## src/rtl/tlb_op_unit_if.sv

```systemverilog
// rtl/tlb_op_unit_if.sv - op request, CP0 access and TLB search/write/read port bundle for tlb_op_unit
interface tlb_op_unit_if #(
   parameter int TLBNUM = 16
);
   localparam int IW = $clog2(TLBNUM);

   logic          op_valid;
   logic [1:0]    op_code;
   logic          op_ready;
   logic          op_done;

   logic          cp0_we;
   logic [4:0]    cp0_addr;
   logic [31:0]   cp0_wdata;
   logic [31:0]   cp0_rdata;

   logic [18:0]   s_vpn2;
   logic          s_odd_page;
   logic [7:0]    s_asid;
   logic          s_found;
   logic [IW-1:0] s_index;

   logic          we;
   logic [IW-1:0] w_index;
   logic [18:0]   w_vpn2;
   logic [7:0]    w_asid;
   logic          w_g;
   logic [19:0]   w_pfn0;
   logic [2:0]    w_c0;
   logic          w_d0;
   logic          w_v0;
   logic [19:0]   w_pfn1;
   logic [2:0]    w_c1;
   logic          w_d1;
   logic          w_v1;

   logic [IW-1:0] r_index;
   logic [18:0]   r_vpn2;
   logic [7:0]    r_asid;
   logic          r_g;
   logic [19:0]   r_pfn0;
   logic [2:0]    r_c0;
   logic          r_d0;
   logic          r_v0;
   logic [19:0]   r_pfn1;
   logic [2:0]    r_c1;
   logic          r_d1;
   logic          r_v1;

   // master: MEM-stage issuer plus tlb array; slave: the sequencer
   modport master (
      output op_valid, op_code, cp0_we, cp0_addr, cp0_wdata,
      output s_found, s_index,
      output r_vpn2, r_asid, r_g, r_pfn0, r_c0, r_d0, r_v0, r_pfn1, r_c1, r_d1, r_v1,
      input  op_ready, op_done, cp0_rdata, s_vpn2, s_odd_page, s_asid,
      input  we, w_index, w_vpn2, w_asid, w_g, w_pfn0, w_c0, w_d0, w_v0,
      input  w_pfn1, w_c1, w_d1, w_v1, r_index
   );

   modport slave (
      input  op_valid, op_code, cp0_we, cp0_addr, cp0_wdata,
      input  s_found, s_index,
      input  r_vpn2, r_asid, r_g, r_pfn0, r_c0, r_d0, r_v0, r_pfn1, r_c1, r_d1, r_v1,
      output op_ready, op_done, cp0_rdata, s_vpn2, s_odd_page, s_asid,
      output we, w_index, w_vpn2, w_asid, w_g, w_pfn0, w_c0, w_d0, w_v0,
      output w_pfn1, w_c1, w_d1, w_v1, r_index
   );
endinterface

```

## src/rtl/tlb_op_unit.sv

```systemverilog
// rtl/tlb_op_unit.sv - TLBP/TLBR/TLBWI/TLBWR sequencer owning CP0 Index/Random/EntryLo0/EntryLo1/EntryHi
// Optional feature macro: TLB_RANDOM_EN (Random counter; TLBWR writes at Random)
module tlb_op_unit #(
   parameter int TLBNUM = 16
) (
   input logic          clk,
   input logic          resetn,
   tlb_op_unit_if.slave bus
);
   localparam int IW = $clog2(TLBNUM);
   localparam logic [1:0] OP_TLBP = 2'd0;
   localparam logic [1:0] OP_TLBR = 2'd1;

   typedef enum logic [1:0] {IDLE, EXEC, DONE} state_t;

   state_t        state, state_nxt;
   logic [1:0]    op_q;
   logic          ready_int, done_int, we_int;
   logic          exec_tlbp, exec_tlbr;

   logic          index_p;
   logic [IW-1:0] index_idx;
   logic [18:0]   hi_vpn2;
   logic [7:0]    hi_asid;
   logic [25:0]   lo0, lo1;
   logic [IW-1:0] random_val;
   logic [31:0]   rdata;

   always_ff @(posedge clk or negedge resetn) begin
      if (!resetn) begin
         state <= IDLE;
         op_q  <= OP_TLBP;
      end else begin
         state <= state_nxt;
         if (bus.op_valid && ready_int)
            op_q <= bus.op_code;
      end
   end

   always_comb begin
      state_nxt = state;
      ready_int = 1'b0;
      done_int  = 1'b0;
      we_int    = 1'b0;
      case (state)
         IDLE: begin
            ready_int = 1'b1;
            if (bus.op_valid)
               state_nxt = EXEC;
         end
         EXEC: begin
            we_int    = op_q[1];
            state_nxt = DONE;
         end
         DONE: begin
            done_int  = 1'b1;
            state_nxt = IDLE;
         end
         default: state_nxt = IDLE;
      endcase
   end

   assign exec_tlbp = (state == EXEC) && (op_q == OP_TLBP);
   assign exec_tlbr = (state == EXEC) && (op_q == OP_TLBR);

   // Op results are assigned after the MTC0 decode so they win a same-edge collision
   always_ff @(posedge clk or negedge resetn) begin
      if (!resetn) begin
         index_p   <= 1'b0;
         index_idx <= '0;
         hi_vpn2   <= '0;
         hi_asid   <= '0;
         lo0       <= '0;
         lo1       <= '0;
      end else begin
         if (bus.cp0_we) begin
            case (bus.cp0_addr)
               5'd0: begin
                  index_p   <= bus.cp0_wdata[31];
                  index_idx <= bus.cp0_wdata[IW-1:0];
               end
               5'd2: lo0 <= bus.cp0_wdata[25:0];
               5'd3: lo1 <= bus.cp0_wdata[25:0];
               5'd10: begin
                  hi_vpn2 <= bus.cp0_wdata[31:13];
                  hi_asid <= bus.cp0_wdata[7:0];
               end
               default: ;
            endcase
         end
         if (exec_tlbp) begin
            index_p   <= ~bus.s_found;
            index_idx <= bus.s_found ? bus.s_index : index_idx;
         end
         if (exec_tlbr) begin
            hi_vpn2 <= bus.r_vpn2;
            hi_asid <= bus.r_asid;
            lo0     <= {bus.r_pfn0, bus.r_c0, bus.r_d0, bus.r_v0, bus.r_g};
            lo1     <= {bus.r_pfn1, bus.r_c1, bus.r_d1, bus.r_v1, bus.r_g};
         end
      end
   end

`ifdef TLB_RANDOM_EN
   localparam logic [1:0] OP_TLBWR = 2'd3;
   logic [IW-1:0] random_q;

   always_ff @(posedge clk or negedge resetn) begin
      if (!resetn)
         random_q <= IW'(TLBNUM - 1);
      else
         random_q <= (random_q == '0) ? IW'(TLBNUM - 1) : random_q - IW'(1);
   end

   assign random_val  = random_q;
   assign bus.w_index = (op_q == OP_TLBWR) ? random_q : index_idx;
`else
   assign random_val  = '0;
   assign bus.w_index = index_idx;
`endif

   always_comb begin
      rdata = 32'd0;
      case (bus.cp0_addr)
         5'd0:    rdata = {index_p, {(31-IW){1'b0}}, index_idx};
         5'd1:    rdata = {{(32-IW){1'b0}}, random_val};
         5'd2:    rdata = {6'd0, lo0};
         5'd3:    rdata = {6'd0, lo1};
         5'd10:   rdata = {hi_vpn2, 5'd0, hi_asid};
         default: rdata = 32'd0;
      endcase
   end

   assign bus.op_ready   = ready_int;
   assign bus.op_done    = done_int;
   assign bus.cp0_rdata  = rdata;

   assign bus.s_vpn2     = hi_vpn2;
   assign bus.s_odd_page = 1'b0;
   assign bus.s_asid     = hi_asid;

   assign bus.we         = we_int;
   assign bus.w_vpn2     = hi_vpn2;
   assign bus.w_asid     = hi_asid;
   assign bus.w_g        = lo0[0] & lo1[0];
   assign bus.w_pfn0     = lo0[25:6];
   assign bus.w_c0       = lo0[5:3];
   assign bus.w_d0       = lo0[2];
   assign bus.w_v0       = lo0[1];
   assign bus.w_pfn1     = lo1[25:6];
   assign bus.w_c1       = lo1[5:3];
   assign bus.w_d1       = lo1[2];
   assign bus.w_v1       = lo1[1];

   assign bus.r_index    = index_idx;

   logic unused_wdata;
   assign unused_wdata = ^{bus.cp0_wdata[30:26], bus.cp0_wdata[12:8]};
endmodule

```

## src/flat_wrapper.sv

```systemverilog
// flat-port wrapper written by rule: the top's interface ports become plain ports
module tlb_op_unit_flat 
#(
   parameter int TLBNUM = 16
)
  (clk, resetn, bus_op_valid, bus_op_code, bus_cp0_we, bus_cp0_addr, bus_cp0_wdata, bus_s_found, bus_s_index, bus_r_vpn2, bus_r_asid, bus_r_g, bus_r_pfn0, bus_r_c0, bus_r_d0, bus_r_v0, bus_r_pfn1, bus_r_c1, bus_r_d1, bus_r_v1, bus_op_ready, bus_op_done, bus_cp0_rdata, bus_s_vpn2, bus_s_odd_page, bus_s_asid, bus_we, bus_w_index, bus_w_vpn2, bus_w_asid, bus_w_g, bus_w_pfn0, bus_w_c0, bus_w_d0, bus_w_v0, bus_w_pfn1, bus_w_c1, bus_w_d1, bus_w_v1, bus_r_index);
  tlb_op_unit_if #(.TLBNUM(TLBNUM)) bus_i ();
  input logic clk;
  input logic resetn;
  input wire logic [$bits(bus_i.op_valid)-1:0] bus_op_valid;
  input wire logic [$bits(bus_i.op_code)-1:0] bus_op_code;
  input wire logic [$bits(bus_i.cp0_we)-1:0] bus_cp0_we;
  input wire logic [$bits(bus_i.cp0_addr)-1:0] bus_cp0_addr;
  input wire logic [$bits(bus_i.cp0_wdata)-1:0] bus_cp0_wdata;
  input wire logic [$bits(bus_i.s_found)-1:0] bus_s_found;
  input wire logic [$bits(bus_i.s_index)-1:0] bus_s_index;
  input wire logic [$bits(bus_i.r_vpn2)-1:0] bus_r_vpn2;
  input wire logic [$bits(bus_i.r_asid)-1:0] bus_r_asid;
  input wire logic [$bits(bus_i.r_g)-1:0] bus_r_g;
  input wire logic [$bits(bus_i.r_pfn0)-1:0] bus_r_pfn0;
  input wire logic [$bits(bus_i.r_c0)-1:0] bus_r_c0;
  input wire logic [$bits(bus_i.r_d0)-1:0] bus_r_d0;
  input wire logic [$bits(bus_i.r_v0)-1:0] bus_r_v0;
  input wire logic [$bits(bus_i.r_pfn1)-1:0] bus_r_pfn1;
  input wire logic [$bits(bus_i.r_c1)-1:0] bus_r_c1;
  input wire logic [$bits(bus_i.r_d1)-1:0] bus_r_d1;
  input wire logic [$bits(bus_i.r_v1)-1:0] bus_r_v1;
  output wire logic [$bits(bus_i.op_ready)-1:0] bus_op_ready;
  output wire logic [$bits(bus_i.op_done)-1:0] bus_op_done;
  output wire logic [$bits(bus_i.cp0_rdata)-1:0] bus_cp0_rdata;
  output wire logic [$bits(bus_i.s_vpn2)-1:0] bus_s_vpn2;
  output wire logic [$bits(bus_i.s_odd_page)-1:0] bus_s_odd_page;
  output wire logic [$bits(bus_i.s_asid)-1:0] bus_s_asid;
  output wire logic [$bits(bus_i.we)-1:0] bus_we;
  output wire logic [$bits(bus_i.w_index)-1:0] bus_w_index;
  output wire logic [$bits(bus_i.w_vpn2)-1:0] bus_w_vpn2;
  output wire logic [$bits(bus_i.w_asid)-1:0] bus_w_asid;
  output wire logic [$bits(bus_i.w_g)-1:0] bus_w_g;
  output wire logic [$bits(bus_i.w_pfn0)-1:0] bus_w_pfn0;
  output wire logic [$bits(bus_i.w_c0)-1:0] bus_w_c0;
  output wire logic [$bits(bus_i.w_d0)-1:0] bus_w_d0;
  output wire logic [$bits(bus_i.w_v0)-1:0] bus_w_v0;
  output wire logic [$bits(bus_i.w_pfn1)-1:0] bus_w_pfn1;
  output wire logic [$bits(bus_i.w_c1)-1:0] bus_w_c1;
  output wire logic [$bits(bus_i.w_d1)-1:0] bus_w_d1;
  output wire logic [$bits(bus_i.w_v1)-1:0] bus_w_v1;
  output wire logic [$bits(bus_i.r_index)-1:0] bus_r_index;
  assign bus_i.op_valid = bus_op_valid;
  assign bus_i.op_code = bus_op_code;
  assign bus_i.cp0_we = bus_cp0_we;
  assign bus_i.cp0_addr = bus_cp0_addr;
  assign bus_i.cp0_wdata = bus_cp0_wdata;
  assign bus_i.s_found = bus_s_found;
  assign bus_i.s_index = bus_s_index;
  assign bus_i.r_vpn2 = bus_r_vpn2;
  assign bus_i.r_asid = bus_r_asid;
  assign bus_i.r_g = bus_r_g;
  assign bus_i.r_pfn0 = bus_r_pfn0;
  assign bus_i.r_c0 = bus_r_c0;
  assign bus_i.r_d0 = bus_r_d0;
  assign bus_i.r_v0 = bus_r_v0;
  assign bus_i.r_pfn1 = bus_r_pfn1;
  assign bus_i.r_c1 = bus_r_c1;
  assign bus_i.r_d1 = bus_r_d1;
  assign bus_i.r_v1 = bus_r_v1;
  assign bus_op_ready = bus_i.op_ready;
  assign bus_op_done = bus_i.op_done;
  assign bus_cp0_rdata = bus_i.cp0_rdata;
  assign bus_s_vpn2 = bus_i.s_vpn2;
  assign bus_s_odd_page = bus_i.s_odd_page;
  assign bus_s_asid = bus_i.s_asid;
  assign bus_we = bus_i.we;
  assign bus_w_index = bus_i.w_index;
  assign bus_w_vpn2 = bus_i.w_vpn2;
  assign bus_w_asid = bus_i.w_asid;
  assign bus_w_g = bus_i.w_g;
  assign bus_w_pfn0 = bus_i.w_pfn0;
  assign bus_w_c0 = bus_i.w_c0;
  assign bus_w_d0 = bus_i.w_d0;
  assign bus_w_v0 = bus_i.w_v0;
  assign bus_w_pfn1 = bus_i.w_pfn1;
  assign bus_w_c1 = bus_i.w_c1;
  assign bus_w_d1 = bus_i.w_d1;
  assign bus_w_v1 = bus_i.w_v1;
  assign bus_r_index = bus_i.r_index;
  tlb_op_unit #(.TLBNUM(TLBNUM)) u_core (.clk(clk), .resetn(resetn), .bus(bus_i));
endmodule
```

## config.mk

```make
export PLATFORM = sky130hd
export DESIGN_NAME = tlb_op_unit_flat
export DESIGN_NICKNAME = d
export VERILOG_FILES = /design/src/rtl/tlb_op_unit_if.sv /design/src/rtl/tlb_op_unit.sv /design/src/flat_wrapper.sv
export SDC_FILE = /design/constraint.sdc
export NUM_CORES = 1
export LEC_CHECK = 0
export BUFFER_PORTS_ARGS = -buffer_cell sky130_fd_sc_hd__buf_2
export CORE_MARGIN = 1.5
export CORE_UTILIZATION = 41
export CTS_CLUSTER_DIAMETER = 200
export CTS_CLUSTER_SIZE = 40
export DETAILED_ROUTE_END_ITERATION = 10
export PLACE_DENSITY = 0.88
export SLEW_MARGIN = 40
export SYNTH_ARGS = -nofsm -noshare
export SYNTH_HDL_FRONTEND = slang
export SYNTH_SLANG_ARGS = --single-unit
```

## constraint.sdc

```tcl
create_clock -name clk -period 1.4 [get_ports clk]
set_input_delay 0.21 -clock clk [delete_from_list [all_inputs] [get_ports clk]]
set_output_delay 0.21 -clock clk [all_outputs]
set_load 0.02 [all_outputs]
```

# Yosys cells after proc, flatten, opt, wreduce, memory -nomap -nowiden
# Index checks and enable logic that the tools add are counted.
[op_classes]
n_addsub = 0
n_eq_ne = 8
multipliers = 0
reduce_logical = 17
n_div = 0
bitwise = 2
muxes = 25
magnitude_cmp = 0
shift = 0
[op_table]
columns = ["cell", "n"]
rows = [
  ["two-way mux 26 bit", 6],
  ["one-hot mux 32 bit (4 select lines)", 1],
  ["two-way mux 19 bit", 3],
  ["two-way mux 8 bit", 3],
  ["two-way mux 4 bit", 4],
  ["nonzero test 2 bit", 6],
  ["equality test 5 x 2 -> 1 bit (second input constant)", 2],
  ["AND reduction 2 bit", 4],
  ["two-way mux 1 bit", 6],
  ["equality test 5 x 4 -> 1 bit (second input constant)", 1],
  ["zero test 5 bit", 1],
  ["equality test 2 x 1 -> 1 bit (second input constant)", 2],
  ["zero test 2 bit", 2],
  ["inequality test 2 bit (second input constant)", 2],
  ["one-hot mux 2 bit (2 select lines)", 1],
  ["logical AND 1 bit", 3],
  ["AND reduction 3 bit", 1],
  ["equality test 2 bit (second input constant)", 1],
  ["two-way mux 2 bit", 1],
  ["bitwise AND 1 bit", 1],
  ["NOT 1 bit", 1],
]
[word_totals]
elab_cells = 60
input_bits = 126
latchBits = 0
ff_bits = 88
output_inout_bits = 149
mem_bits_rw = 0
n_memories = 0
rom_bits = 0

# Depth between registers and ports, before layout
[depth]
word_depth = 4
depth_mapped = 7
mapped_depth_nobuf = 4

# Worst setup path after synthesis
# Ideal clock, no wire load.
[synth_path]
path_kind = "input port to output port"
startpoint = "input bus_cp0_addr[0]"
endpoint = "output bus_cp0_rdata[1]"
t_required_ns = 1.190
path_slack_ns = -0.082
path_stages = 5
arrival_time_ns = 1.272
cell_sequence = "or2_2 -> nor3_4 -> buf_2 -> a22oi_1 -> nand2_1"
[synth_between]
elab_chain_cells = 2
word_cells_on_any_way = 5
cone_classes = "eq/ne: 3; mux: 1; reduce/logical: 1"
[synth_rtl]
columns = ["item", "line_no", "rtl"]
rows = [
  ["start: declaration", "flat_wrapper.sv:13", "input wire logic [$bits(bus_i.cp0_addr)-1:0] bus_cp0_addr;"],
  ["equality test 5 x 4 -> 1 bit (tied with other cells)", "tlb_op_unit.sv:124", "case (bus.cp0_addr)"],
  ["one-hot mux 32 bit (4 select lines) (*)", "tlb_op_unit.sv:124", ""],
  ["end: declaration", "flat_wrapper.sv:30", "output wire logic [$bits(bus_i.cp0_rdata)-1:0] bus_cp0_rdata;"],
]
# Mark *: on every way between the ends. The rest lies on a longest branch, timed or not.

# Worst setup path after layout
[layout_path]
startpoint = "input bus_cp0_addr[3]"
endpoint = "output bus_cp0_rdata[4]"
# Same word-level chain as after synthesis.

==> flow_metrics.py <==
metrics = {
    "grt": {
        "grt-ovfl-total": 0,
        "grt_pass1_vias": 5532,
        "track_usage": 0.287,
        "antenna_found_initial": 1,
        "grt_pass1_wl_um": 28800,
        "grt_max_degree": 74,
    },
    "synth": {
        "synthCells": 627,
        "synth-seq-cells": 88,
        "synth_area_um2": 5210,
        "syn-num-nets": 753,
        "ys_warn_count": 0,
        "yosysUniqueCellTypes": 35,
        "seq_area_frac_synth": 0.423,
        "syn_area_per_cell_um2": 8.30,
    },
    "clocking": {
        "htree_levels": 3,
        "cts-root-buf": "clkbuf_16",
        "cts_tree": "done",
        "cts_made_buffers": 9,
        "cts.sinks": 88,
        "clock_latency_ps": 350,
        "clkTransAtPathRegs_ps": 70,
        "clk_path_buf_depth": 2,
    },
    "final_layout": {
        "mostFrequentLayoutCells": "buf_2, nand2_1, dfrtp_1",
        "final_common_cell": "buf_2",
        "post-route-util": 0.715,
        "instances_no_fill": 1059,
        "syn2layout_area_growth_pct": 67.8,
        "drive_gt1_frac": 0.603,
        "layout.nets": 1013,
    },
    "timing": {
        "fmax_ghz": 0.592,
        "rsz0062_at_grt": "true",
        "period_minus_slack_ps": 1690,
        "timing.final.ws_setup_ps": -288,
        "slew_violations": 0,
        "holdWs_ps": 93.2,
        "setup-violations-final": 115,
        "worst_pin_slew_ps": 582,
        "relSlewSlack": 0.612,
        "hold_viol": 0,
        "fin_setup_tns_ps": -16390,
        "fin_crit_sh": 1.21,
        "skew_ps": 9.03,
    },
    "floorplan": {
        "die-height_um": 116,
        "ios": 275,
        "rows": 40,
        "core_um2": 12200,
        "start_util": 0.426,
        "die_w_um": 116,
        "die-area_um2": 13400,
    },
    "placement": {
        "place_congestion": 0.875,
        "place_inst": 999,
        "port-buffer-count": 273,
        "dp_hpwl_um": 13200,
    },
    "routing": {
        "avgRoutedWirePerCell_um": 22.2,
        "vias_per_cell": 5.82,
        "drtIter0Drc": 821,
        "drt_first_pass_iters": 9,
        "drc": 0,
        "ant_nets": 0,
        "wl_um": 23500,
        "vias": 6166,
    },
    "pwr": {
        "vdd_ir_drop_max_v": 0.000978,
        "leakagePower_nw": 4.16,
        "p_total_mw": 15.3,
        "p_per_area_nw_per_um2": 1760,
    },
    "worst_setup_path": {
        "crit_path_max_fanout": 8,
        "cp.required_ps": 1190,
        "cp.arrival_ps": 1480,
        "slowest_stage": "nor3_4",
        "crit_type": "in2out",
        "reg2reg_from": "u_core.state[1]",
        "end_kind": "output port",
        "crit_start": "bus_cp0_addr[3]",
        "crit_path_start_kind": "primary input",
        "crit_top_cell": "buf_6",
        "crit_chain": "buf_8, or2_4, nor3_4, buf_6, a222oi_1, inv_1, buf_6",
        "critical_path.max_stage_delay_ps": 320,
    },
    "hold_path": {
        "hold_path_startpoint": "bus_op_code[1]",
        "hold_class": "in2reg",
    },
    "flow_run": {
        "cap_violations": 0,
    },
    "run_status": {
        "violations": "setup timing",
        "status": "complete, but fails checks",
    },
}
## cells by family (layout without fill, tap and decap cells)
group	Yosys count	count (layout)	synth area share
flops	88	88	0.423
buf+inv	134	397	0.169
mux	3	3	0.00625
simple gates	282	282	0.242
compound gates	119	119	0.158
other cells	1	2	0.000720
## registers in the layout, summed over array words and instances (netlist names)
register and count:
u_core.index_p 1, u_core.bus.s_vpn2 19, u_core.op_q 2, u_core.state 2
u_core.bus.r_index 4, u_core.bus.s_asid 8, u_core.lo1 26, u_core.lo0 26
## path summary, 6_finish.rpt
path                                          to  slack [ps]  cells after the start
setup reg to reg           u_core.bus.r_index[1]        -210                      6
hold / removal                    u_core.op_q[1]          90                      2
min in group asynchronous          u_core.lo1[6]         360                      3
setup / recovery                bus_cp0_rdata[4]        -290                      7
max in group asynchronous         u_core.op_q[1]         460                      3
hold reg to reg                   u_core.lo0[19]         560                      2
## power by group
part | switching, mW | total, mW | internal, mW
clock | 0.990 | 2.22 | 1.23
combinational | 4.78 | 7.93 | 3.16
sequential | 1.38 | 5.18 | 3.79
## cell usage after synthesis
cell / number / share of area
and2b_1: 1 / 0.0014
buf_6: 7 / 0.015
a22oi_1: 8 / 0.012
dfrtp_1: 88 / 0.42
clkbuf_1: 11 / 0.0079
nand2_1: 164 / 0.12
nand3b_1: 1 / 0.0014
a31oi_1: 80 / 0.096
mux2_2: 2 / 0.0043
and2_1: 9 / 0.011
nand2b_2: 1 / 0.0017
nand3_1: 1 / 0.00096
nor3_4: 3 / 0.0094
nor2b_1: 3 / 0.0036
nor4b_1: 1 / 0.0017
o22ai_1: 4 / 0.0048
a21oi_1: 5 / 0.0048
nand2b_1: 4 / 0.0048
buf_4: 83 / 0.12
nor4_1: 2 / 0.0024
and4bb_2: 1 / 0.0024
buf_2: 12 / 0.012
or2b_4: 1 / 0.0022
conb_1: 1 / 0.00072
nor2_8: 3 / 0.012
inv_1: 17 / 0.012
or2_2: 1 / 0.0012
nand4bb_4: 1 / 0.0053
mux2i_1: 1 / 0.0019
nor3b_1: 1 / 0.0014
or4b_1: 1 / 0.0019
a22o_1: 5 / 0.0084
nor2_1: 83 / 0.060
a222oi_1: 17 / 0.033
buf_1: 4 / 0.0029
## per-layer routing
| layer | global-route usage | wire length (um) | vias to the layer above | part of all wire |
|---|---|---|---|---|
| met3 | 0.0591 | 2410 | 135 | 0.10 |
| met4 | 0.164 | 1220 | 0 | 0.052 |
| li1 | - | - | 2595 | - |
| met1 | 0.325 | 8170 | 2917 | 0.35 |
| met5 | 0 | 0 | - | 0 |
| met2 | 0.503 | 11700 | 519 | 0.50 |
## layout make-up
class	count	area, um^2
Clock inverter	1	5.00
Sequential cell	88	2210
Multi-Input combinational cell	405	3130
Inverter	17	63.8
Timing Repair Buffer	366	2870
Antenna cell	1	2.50
Fill cell	828	3480
Clock buffer	13	250
Tap cell	168	210
## through the flow
stage	area, um^2	worst slack (ps)
final	8740	-288
after global routing	8730	-293
after CTS	7450	-223
after detailed placement	6520	-254
after global placement	6520	-274
after floorplan	5290	-24.5
## worst max-delay path, delay by kind of cell
kind / cells / cell delay (ps)
buffers and inverters: 4 / 590
AND/OR/NAND/NOR: 2 / 580
AO/OA/AOI/OAI: 1 / 100
## timing repair
action | 4_1_cts | 5_1_grt
cloned | 4 | 14
hold endpoints to repair | 73 | 0
setup endpoints to repair | 94 | 117
pin swaps | 13 | 21
hold buffers | 1 | 0
gates resized for setup | 134 | 221
setup buffers | 17 | 12
(Power assumes the default switching activity.)
